==> config.mk <==
export PLATFORM = sky130hd
export DESIGN_NAME = motoro3_ramp_ctrl
export DESIGN_NICKNAME = d
export VERILOG_FILES = /design/src/rtl/motoro3_ramp_ctrl.sv
export SDC_FILE = /design/constraint.sdc
export NUM_CORES = 1
export LEC_CHECK = 0
export BUFFER_PORTS_ARGS = -buffer_cell sky130_fd_sc_hd__buf_2
export CORE_MARGIN = 8
export CORE_UTILIZATION = 35
export DETAILED_ROUTE_END_ITERATION = 16
export MAX_ROUTING_LAYER = met4
export PLACE_DENSITY_LB_ADDON = 0.05
export SLEW_MARGIN = 0
export SYNTH_ARGS = -nofsm -noshare
export SYNTH_HDL_FRONTEND = slang
export SYNTH_SLANG_ARGS = --single-unit
==> constraint.sdc <==
create_clock -name clk -period 8.28 [get_ports clk]
set_input_delay 0.828 -clock clk [delete_from_list [all_inputs] [get_ports clk]]
set_output_delay 0.828 -clock clk [all_outputs]
set_load 0.02 [all_outputs]
==> src/rtl/motoro3_ramp_ctrl.sv <==
// motoro3_ramp_ctrl: run/speed sequencer for the 3-phase motor datapath.
// Soft start/stop ramps, target editing and reversal through a dead dwell.

module motoro3_ramp_ctrl #(
  parameter int TICK_DIV    = 10000,
  parameter int SPD_W       = 16,
  parameter int SPD_MIN     = 10,
  parameter int SPD_MAX     = 3000,
  parameter int SPD_DEF     = 600,
  parameter int KEY_STEP    = 50,
  parameter int RAMP_STEP   = 1,
  parameter int DWELL_TICKS = 200
) (
  input  logic             clk,
  input  logic             nRst,
  input  logic             m3start,
  input  logic             m3forceStop,
  input  logic             m3invRotate,
  input  logic             m3freqINC,
  input  logic             m3freqDEC,
  output logic             runEn,
  output logic             dirPos,
  output logic [SPD_W-1:0] speedNow,
  output logic [SPD_W-1:0] speedTgt,
  output logic             atSpeed,
  output logic [2:0]       state
);

  typedef enum logic [2:0] {
    S_IDLE   = 3'd0,
    S_ACCEL  = 3'd1,
    S_CRUISE = 3'd2,
    S_DECEL  = 3'd3,
    S_DWELL  = 3'd4
  } state_e;

  localparam int TCW = $clog2(TICK_DIV);
  localparam int DWW = (DWELL_TICKS > 1) ? $clog2(DWELL_TICKS) : 1;
  localparam int SPX = SPD_W + 1;

  localparam logic [TCW-1:0] TICK_LAST = TCW'(TICK_DIV - 1);
  localparam logic [DWW-1:0] DW_LAST   = DWW'(DWELL_TICKS - 1);

  localparam logic [SPD_W-1:0] MIN_S = SPD_W'(SPD_MIN);
  localparam logic [SPD_W-1:0] MAX_S = SPD_W'(SPD_MAX);
  localparam logic [SPD_W-1:0] DEF_S = SPD_W'(SPD_DEF);

  localparam logic [SPX-1:0] MIN_X  = SPX'(SPD_MIN);
  localparam logic [SPX-1:0] MAX_X  = SPX'(SPD_MAX);
  localparam logic [SPX-1:0] KEY_X  = SPX'(KEY_STEP);
  localparam logic [SPX-1:0] RAMP_X = SPX'(RAMP_STEP);

  localparam int E_START = 0;
  localparam int E_INV   = 1;
  localparam int E_INC   = 2;
  localparam int E_DEC   = 3;

  logic [3:0] sync1_q, sync1_d;
  logic [3:0] sync2_q, sync2_d;
  logic [3:0] prev_q, prev_d;
  logic [3:0] evt_q, evt_d;
  logic       fs1_q, fs1_d;
  logic       fs2_q, fs2_d;

  logic [TCW-1:0] tcnt_q, tcnt_d;
  logic           tick;

  state_e           state_q, state_d;
  logic             run_q, run_d;
  logic             dir_q, dir_d;
  logic             rev_q, rev_d;
  logic             at_q, at_d;
  logic [SPD_W-1:0] spd_q, spd_d;
  logic [SPD_W-1:0] tgt_q, tgt_d;
  logic [DWW-1:0]   dw_q, dw_d;

  logic [SPX-1:0]   tgt_x, spd_x;
  logic [SPX-1:0]   inc_x, dec_x;
  logic [SPX-1:0]   up_x, dn_x;
  logic [SPD_W-1:0] ramp_s, decel_s;

  logic ev_start, ev_inv, ev_inc, ev_dec, frc;

  // Two-flop synchronizers, then a registered rising-edge pulse.
  always_comb begin
    sync1_d = {m3freqDEC, m3freqINC, m3invRotate, m3start};
    sync2_d = sync1_q;
    prev_d  = sync2_q;
    evt_d   = sync2_q & ~prev_q;
    fs1_d   = m3forceStop;
    fs2_d   = fs1_q;
  end

  assign ev_start = evt_q[E_START];
  assign ev_inv   = evt_q[E_INV];
  assign ev_inc   = evt_q[E_INC];
  assign ev_dec   = evt_q[E_DEC];
  assign frc      = fs2_q;

  // Free-running ramp tick divider, never cleared by state changes.
  always_comb begin
    tick   = (tcnt_q == TICK_LAST);
    tcnt_d = tick ? '0 : tcnt_q + TCW'(1);
  end

  // Saturating target edits and ramp step candidates, one bit wider.
  always_comb begin
    tgt_x = {1'b0, tgt_q};
    spd_x = {1'b0, spd_q};
    inc_x = tgt_x + KEY_X;
    dec_x = tgt_x - KEY_X;
    up_x  = spd_x + RAMP_X;
    dn_x  = spd_x - RAMP_X;

    tgt_d = tgt_q;
    if (ev_inc && !ev_dec) begin
      tgt_d = (inc_x > MAX_X) ? MAX_S : inc_x[SPD_W-1:0];
    end else if (ev_dec && !ev_inc) begin
      tgt_d = (dec_x[SPD_W] || dec_x < MIN_X) ? MIN_S : dec_x[SPD_W-1:0];
    end

    ramp_s = tgt_q;
    if (spd_q < tgt_q) begin
      ramp_s = (up_x > tgt_x) ? tgt_q : up_x[SPD_W-1:0];
    end else if (spd_q > tgt_q) begin
      ramp_s = (dn_x[SPD_W] || dn_x < tgt_x) ? tgt_q : dn_x[SPD_W-1:0];
    end

    decel_s = (dn_x[SPD_W] || dn_x < MIN_X) ? MIN_S : dn_x[SPD_W-1:0];
  end

  // Sequencer next state: force stop, then start/reverse, then ticks.
  always_comb begin
    state_d = state_q;
    run_d   = run_q;
    dir_d   = dir_q;
    rev_d   = rev_q;
    spd_d   = spd_q;
    dw_d    = dw_q;

    if (frc) begin
      state_d = S_IDLE;
      run_d   = 1'b0;
      spd_d   = '0;
      rev_d   = 1'b0;
    end else begin
      unique case (state_q)
        S_IDLE: begin
          if (ev_start) begin
            state_d = S_ACCEL;
            run_d   = 1'b1;
            spd_d   = MIN_S;
          end else if (ev_inv) begin
            dir_d = ~dir_q;
          end
        end
        S_ACCEL: begin
          // After a reversal, runEn rises one edge after dirPos moved.
          run_d = 1'b1;
          if (ev_start) begin
            state_d = S_DECEL;
            rev_d   = 1'b0;
          end else if (ev_inv) begin
            state_d = S_DECEL;
            rev_d   = 1'b1;
          end else if (tick) begin
            spd_d = ramp_s;
            if (ramp_s == tgt_q) state_d = S_CRUISE;
          end
        end
        S_CRUISE: begin
          if (ev_start) begin
            state_d = S_DECEL;
            rev_d   = 1'b0;
          end else if (ev_inv) begin
            state_d = S_DECEL;
            rev_d   = 1'b1;
          end else if (tgt_q != spd_q) begin
            state_d = S_ACCEL;
          end
        end
        S_DECEL: begin
          if (ev_start) begin
            state_d = S_ACCEL;
            rev_d   = 1'b0;
          end else if (ev_inv) begin
            rev_d = ~rev_q;
          end else if (tick) begin
            if (spd_q == MIN_S) begin
              state_d = S_DWELL;
              run_d   = 1'b0;
              spd_d   = '0;
              dw_d    = '0;
            end else begin
              spd_d = decel_s;
            end
          end
        end
        S_DWELL: begin
          if (tick) begin
            if (dw_q == DW_LAST) begin
              dw_d = '0;
              if (rev_q) begin
                dir_d   = ~dir_q;
                rev_d   = 1'b0;
                state_d = S_ACCEL;
                spd_d   = MIN_S;
              end else begin
                state_d = S_IDLE;
              end
            end else begin
              dw_d = dw_q + DWW'(1);
            end
          end
        end
        default: begin
          state_d = S_IDLE;
          run_d   = 1'b0;
          spd_d   = '0;
          rev_d   = 1'b0;
        end
      endcase
    end

    at_d = (state_d == S_CRUISE);
  end

  // State and output registers.
  always_ff @(posedge clk or negedge nRst) begin
    if (!nRst) begin
      sync1_q <= '0;
      sync2_q <= '0;
      prev_q  <= '0;
      evt_q   <= '0;
      fs1_q   <= 1'b0;
      fs2_q   <= 1'b0;
      tcnt_q  <= '0;
      state_q <= S_IDLE;
      run_q   <= 1'b0;
      dir_q   <= 1'b1;
      rev_q   <= 1'b0;
      at_q    <= 1'b0;
      spd_q   <= '0;
      tgt_q   <= DEF_S;
      dw_q    <= '0;
    end else begin
      sync1_q <= sync1_d;
      sync2_q <= sync2_d;
      prev_q  <= prev_d;
      evt_q   <= evt_d;
      fs1_q   <= fs1_d;
      fs2_q   <= fs2_d;
      tcnt_q  <= tcnt_d;
      state_q <= state_d;
      run_q   <= run_d;
      dir_q   <= dir_d;
      rev_q   <= rev_d;
      at_q    <= at_d;
      spd_q   <= spd_d;
      tgt_q   <= tgt_d;
      dw_q    <= dw_d;
    end
  end

  assign runEn    = run_q;
  assign dirPos   = dir_q;
  assign speedNow = spd_q;
  assign speedTgt = tgt_q;
  assign atSpeed  = at_q;
  assign state    = state_q;

endmodule

==> flow_summary.json, run 1 <==
{
  "max_stage_delay_ps": 790,
  "post_dp_cell_area_um2": 7422,
  "cp.depth": 12,
  "syn-num-nets": 906,
  "die_w_um": 158.0,
  "maxSlewViolCount": 0,
  "numCtsBuffers": 9,
  "num_vias": 6834,
  "min_period_over_period_pct": 65.23,
  "status": "completed",
  "drc": 0,
  "drv_cap": 0,
  "place_ws_ps": 2966,
  "final_cell_area_um2": 7735,
  "syn_avg_cell_area_um2": 8.347,
  "drive_gt1_share_pct": 12.22,
  "worst_slack_ps": 2879,
  "start_util_pct": 35.31,
  "postCtsHoldBufs": 0,
  "wl_um": 25710,
  "setup-violations-final": 0,
  "critPathLaunch": "speedNow[5]",
  "ios": 45,
  "ys_top_cells_by_area": "dfrtp_1 26%, ha_1 9.6%, xnor2_1 3.8%",
  "r2r_cells": 12,
  "globalplace.congestion": 0.9181,
  "syn_inst": 845,
  "synth_seq_area_share_pct": 27.76,
  "synth_top_flop_cell": "dfrtp_1",
  "worst_ep_required_time_ps": 8530,
  "yosysMostFrequentCell": "dfrtp_1",
  "path_clk_slew_ps": 80,
  "r2r-end": "state[1]",
  "period_needed_ps": 5401,
  "reg2reg_from": "speedNow[5]",
  "cts.path.max_buffers": 2,
  "crit_buf_inv": 0,
  "grtUsageTotal_pct": 21.68,
  "async_reset_ff_share_pct": 100.0,
  "fin_tns_setup_ps": 0,
  "core_um2": 19970,
  "ys_ff_latch": 78,
  "grt_pass1_vias": 6474,
  "grt_max_degree": 64,
  "clock-sinks": 78,
  "tritoncts": "built",
  "path_delay_family": "simple AND/OR/NAND/NOR gates",
  "overflow": 0,
  "critical_path_class": "flop to flop",
  "fmax_ghz": 0.1852,
  "dp.cells": 1113,
  "maxSlewHeadroom_pct": 28.65,
  "area_delta_synth_final_pct": 9.668,
  "wire_per_inst_um": 22.78,
  "finalCoreUtilization_pct": 38.72,
  "antenna_found_initial": 0,
  "synth_area_um2": 7053,
  "start_kind": "flop",
  "grt_first_pass_wirelength_um": 39820,
  "portBuffers": 43,
  "viasPerCell": 6.053,
  "power.total_mw": 2.307,
  "synthDistinctLibCells": 94,
  "layout.cells.non_filler": 1129,
  "post-dp-hpwl_um": 19180,
  "ys_warn_count": 0,
  "ctsResizeCount": 0,
  "synth_edf_count": 0,
  "p_leak_nw": 3.254,
  "n_antenna_cell": 0,
  "cellPowerDensity_nw_per_um2": 298.3,
  "die_y_um": 158.0,
  "yosys.area.top_type": "dfrtp_1",
  "drtIter0Drc": 595,
  "cts_root_buffer": "clkbuf_16",
  "end_kind": "flop",
  "hold_ws_ps": 345.1,
  "yosysTopAreaCellShare_pct": 25.90,
  "drtAntennaViolNets": 0,
  "crit_path_end": "state[1]",
  "arrival_ps": 5650,
  "fin_skew_ps": 16.85,
  "hold_class": "primary input to async pin",
  "rrSetupSlack_ps": 2880,
  "clkLatencyLatePin_ps": 360,
  "layout.nets": 915,
  "worst_slew_pin_slew_ps": 1068,
  "yosys-top-cells-count": "73 x dfrtp_1, 61 x nand2_1, 60 x nor2_1, 54 x ha_1, 49 x o21ai_0",
  "post-cts-setup-buffers": 0,
  "h-tree-depth": 3,
  "worst-path-max-fanout": 29,
  "die_area_um2": 24950,
  "crit_chain": "nand4_1 > nor4_1 > xor2_1 > ha_1 > a21o_1 > a21oi_1 > nand2b_1 > o41ai_1 > nand2_1 > o32ai_1 > a221oi_1 > a311o_1",
  "row_count": 52,
  "hold_violations": 0,
  "irDropWorstVdd_v": 0.0001138,
  "firstDrtPassIters": 5,
  "rsz0062_at_grt": "no",
  "critPathSlowestCell": "nand2_1"
}
layout make-up:
cell class | instances | area, µm²
Multi-Input combinational cell | 675 | 4706
Sequential cell | 78 | 1958
Fill cell | 2107 | 12240
Timing Repair Buffer | 50 | 270.3
Inverter | 40 | 150.1
Clock buffer | 9 | 225.2
Clock inverter | 7 | 87.58
Tap cell | 270 | 337.8
placed cells by master (no fill, tap or decap), types with 7 or more instances in the layout:
cell	netlist	layout
a211oi_1	10	10
a21oi_1	39	39
buf_2	17	42
o31ai_1	15	15
nand4_1	22	22
nand2b_1	13	13
inv_1	37	37
o21ai_0	49	49
nand3_1	47	47
nor2b_1	12	12
o22ai_1	8	8
nor4_1	13	13
o211ai_1	11	11
and3_1	11	11
a22o_1	11	11
a31oi_1	9	9
buf_4	2	8
nand2_1	61	61
or3_1	8	8
o22a_1	10	10
xor2_1	24	24
or2_2	7	7
a32o_1	8	8
clkbuf_16	0	9
xnor2_1	31	31
ha_1	54	54
nor2_1	60	60
dfrtp_1	73	73
nor3_1	18	18
and2_1	7	7
per-layer routing:
metal	wire length [µm]	up-vias	GRT usage [%]
met5	0	-	-
li1	-	3200	-
met1	11700	3317	28.68
met4	714	0	7.948
met2	11530	273	33.16
met3	1767	44	3.221
report_power, final:
group	leakage [nW]	switching, mW	internal [mW]
clock	0.148	0.206	0.242
sequential	0.999	0.150	0.437
combinational	2.11	0.829	0.443
flip-flops by register name (all words and copies together) (netlist names), 3 cells and up:
| signal | flops |
|---|---|
| speedTgt | 15 |
| evt_q | 4 |
| tcnt_q | 14 |
| dw_q | 8 |
| speedNow | 16 |
| prev_q | 4 |
| sync1_q | 4 |
| state | 3 |
| prev_d | 4 |
logic make-up (layout without fill, tap and decap cells):
kind of cell	Yosys count	in the layout	synth area share [%]
AO/OA/AOI/OAI	239	239	24.22
XOR/XNOR	56	56	7.149
adder cells (fa/ha/maj)	55	55	9.722
buffers and inverters	92	106	5.517
flip-flops	78	78	27.76
multiplexers	6	6	0.8870
other	1	1	0.05317
AND/OR/NAND/NOR	318	318	24.69
worst min-delay path by stage:
stage	slack [ps]	endpoint	from
2_1_floorplan	330	frc	fs1_q
3_3_place_gp	340	prev_d[3]	sync1_q[3]
3_5_place_dp	340	prev_d[1]	sync1_q[1]
4_1_cts	340	speedTgt[5]	nRst
5_1_grt	350	speedTgt[5]	nRst
6_report	350	speedTgt[5]	nRst
worst register-to-register path, cell delays in order, from the launching register on:
cell,delay [ps]
dfrtp_1,770
nand4_1,410
nor4_1,730
xor2_1,270
ha_1,280
a21o_1,160
a21oi_1,180
nand2b_1,80
o41ai_1,530
nand2_1,790
o32ai_1,550
a221oi_1,150
a311o_1,400
Power figures use the tool's default switching activity.
==> inputs of run 2 (changes only) <==
Clock period 8.28 ns to 5.25 ns, I/O delays scaled along.
==> flow_summary.json, run 2 (same netlist as run 1, synthesis figures left out) <==
{
  "irDropWorstVdd_v": 0.0001671,
  "path_clk_slew_ps": 80,
  "row_count": 52,
  "tritoncts": "built",
  "worst_slew_pin_slew_ps": 1172,
  "largest_reg_flops": 16,
  "drc": 0,
  "crit_buf_inv": 2,
  "maxSlewHeadroom_pct": 21.77,
  "p_leak_nw": 3.359,
  "ctsResizeCount": 0,
  "grt_first_pass_wirelength_um": 40520,
  "clkPwrFrac_pct": 19.1,
  "cts_root_buffer": "clkbuf_16",
  "drive_gt1_share_pct": 13.93,
  "p_switching_mw": 1.859,
  "cts.path.max_buffers": 2,
  "end_kind": "flop",
  "ios": 45,
  "p_int_mw": 1.792,
  "critPathSlowestCell": "or3b_1",
  "core_um2": 19970,
  "post-dp-hpwl_um": 19340,
  "start_kind": "flop",
  "overflow": 0,
  "max_stage_delay_ps": 550,
  "cellPowerDensity_nw_per_um2": 463.2,
  "final_cell_mix": "73 x dfrtp_1, 61 x nand2_1, 60 x nor2_1",
  "fin_tns_setup_ps": 0,
  "worst_ep_required_time_ps": 5480,
  "die_w_um": 158.0,
  "grtUsageTotal_pct": 21.89,
  "comb_power_share_pct": 56.0,
  "setup-violations-final": 0,
  "clock-sinks": 78,
  "hold_violations": 0,
  "wl_um": 25640,
  "maxSlewViolCount": 0,
  "firstDrtPassIters": 5,
  "drtIter0Drc": 476,
  "portBuffers": 43,
  "path_delay_family": "compound AO/OA/AOI/OAI gates",
  "layout_commonest_cell": "dfrtp_1",
  "postCtsHoldBufs": 0,
  "crit_chain": "inv_1 > ha_1 > or3b_1 > nor4_2 > xnor2_1 > inv_1 > ha_1 > o2111ai_1 > nor2_1 > o21ai_0 > a22oi_1 > nand2_4 > a41oi_1 > a2111oi_2 > a311o_1",
  "die_y_um": 158.0,
  "globalplace.congestion": 0.9686,
  "post-cts-setup-buffers": 0,
  "numCtsBuffers": 9,
  "h-tree-depth": 3,
  "rrSetupSlack_ps": 490,
  "worst_slack_ps": 487.1,
  "rsz0062_at_grt": "no",
  "fmax_ghz": 0.2100,
  "wire_per_inst_um": 22.38,
  "p_sw_share_pct": 50.92,
  "die_area_um2": 24950,
  "n_antenna_cell": 0,
  "min_period_over_period_pct": 90.72,
  "area_delta_synth_final_pct": 11.74,
  "grt_pass1_vias": 6798,
  "period_needed_ps": 4763,
  "clkLatencyLatePin_ps": 360,
  "worst-path-max-fanout": 28,
  "start_util_pct": 35.31,
  "viasPerCell": 5.996,
  "num_vias": 6871,
  "drtAntennaViolNets": 0,
  "critical_path_class": "flop to flop",
  "p_seq_share_pct": 25.0,
  "grt_max_degree": 64,
  "drv_cap": 0,
  "layout.nets": 932,
  "arrival_ps": 5000,
  "place_ws_ps": 365.2,
  "antenna_found_initial": 0,
  "status": "completed",
  "hold_class": "primary input to async pin",
  "fin_skew_ps": 12.89
}
-- run 2: metal layers --
metal	wire, µm	track usage, %	vias up
met4	709	7.185	0
met3	1761	3.249	42
met5	0	-	-
met1	11480	28.67	3321
met2	11690	34.20	268
li1	-	-	3240
-- run 2: metrics by stage --
| step | std cells | total power, mW | util, % | hold WS, ps | instance area, µm² |
|---|---|---|---|---|---|
| finish | 1146 | 3.651 | 39.46 | 25.40 | 7881 |
| global route | 1146 | 3.910 | 39.46 | 34.41 | 7881 |
| CTS | 1146 | 3.652 | 39.43 | 28.11 | 7876 |
| detailed placement | 1130 | 2.943 | 37.86 | 334.7 | 7562 |
| global placement | 1130 | 2.935 | 37.86 | 334.7 | 7562 |
| floorplan | 845 | 2.245 | - | 229.4 | 7053 |
-- run 2: layout make-up --
| type | count | area [µm²] |
|---|---|---|
| flip-flops and latches | 78 | 1958 |
| inverters | 40 | 150.1 |
| clock buffers | 9 | 225.2 |
| clock inverters | 7 | 88.84 |
| repair buffers | 67 | 410.4 |
| fillers | 2072 | 12090 |
| multi-input cells | 675 | 4711 |
| well taps | 270 | 337.8 |
-- run 2: worst paths after layout --
kind / end / from / depth (start not counted)
max in group asynchronous: dw_q[5] / nRst / 2
worst min-delay path: speedTgt[7] / nRst / 1
worst max-delay path: state[1] / speedNow[0] / 15
worst max register to register: state[1] / speedNow[0] / 15
min in group clk: sync1_q[2] / m3freqINC / 1
worst min register to register: prev_d[0] / sync1_q[0] / 0
-- run 2: power groups by stage --
stage	sequential (mW)	clock [mW]	combinational, mW
final	0.911	0.696	2.04
after global placement	0.922	0	2.01
after global routing	0.932	0.734	2.24
after CTS	0.913	0.716	2.02
after detailed placement	0.926	0	2.02
after floorplan	0.856	0	1.39
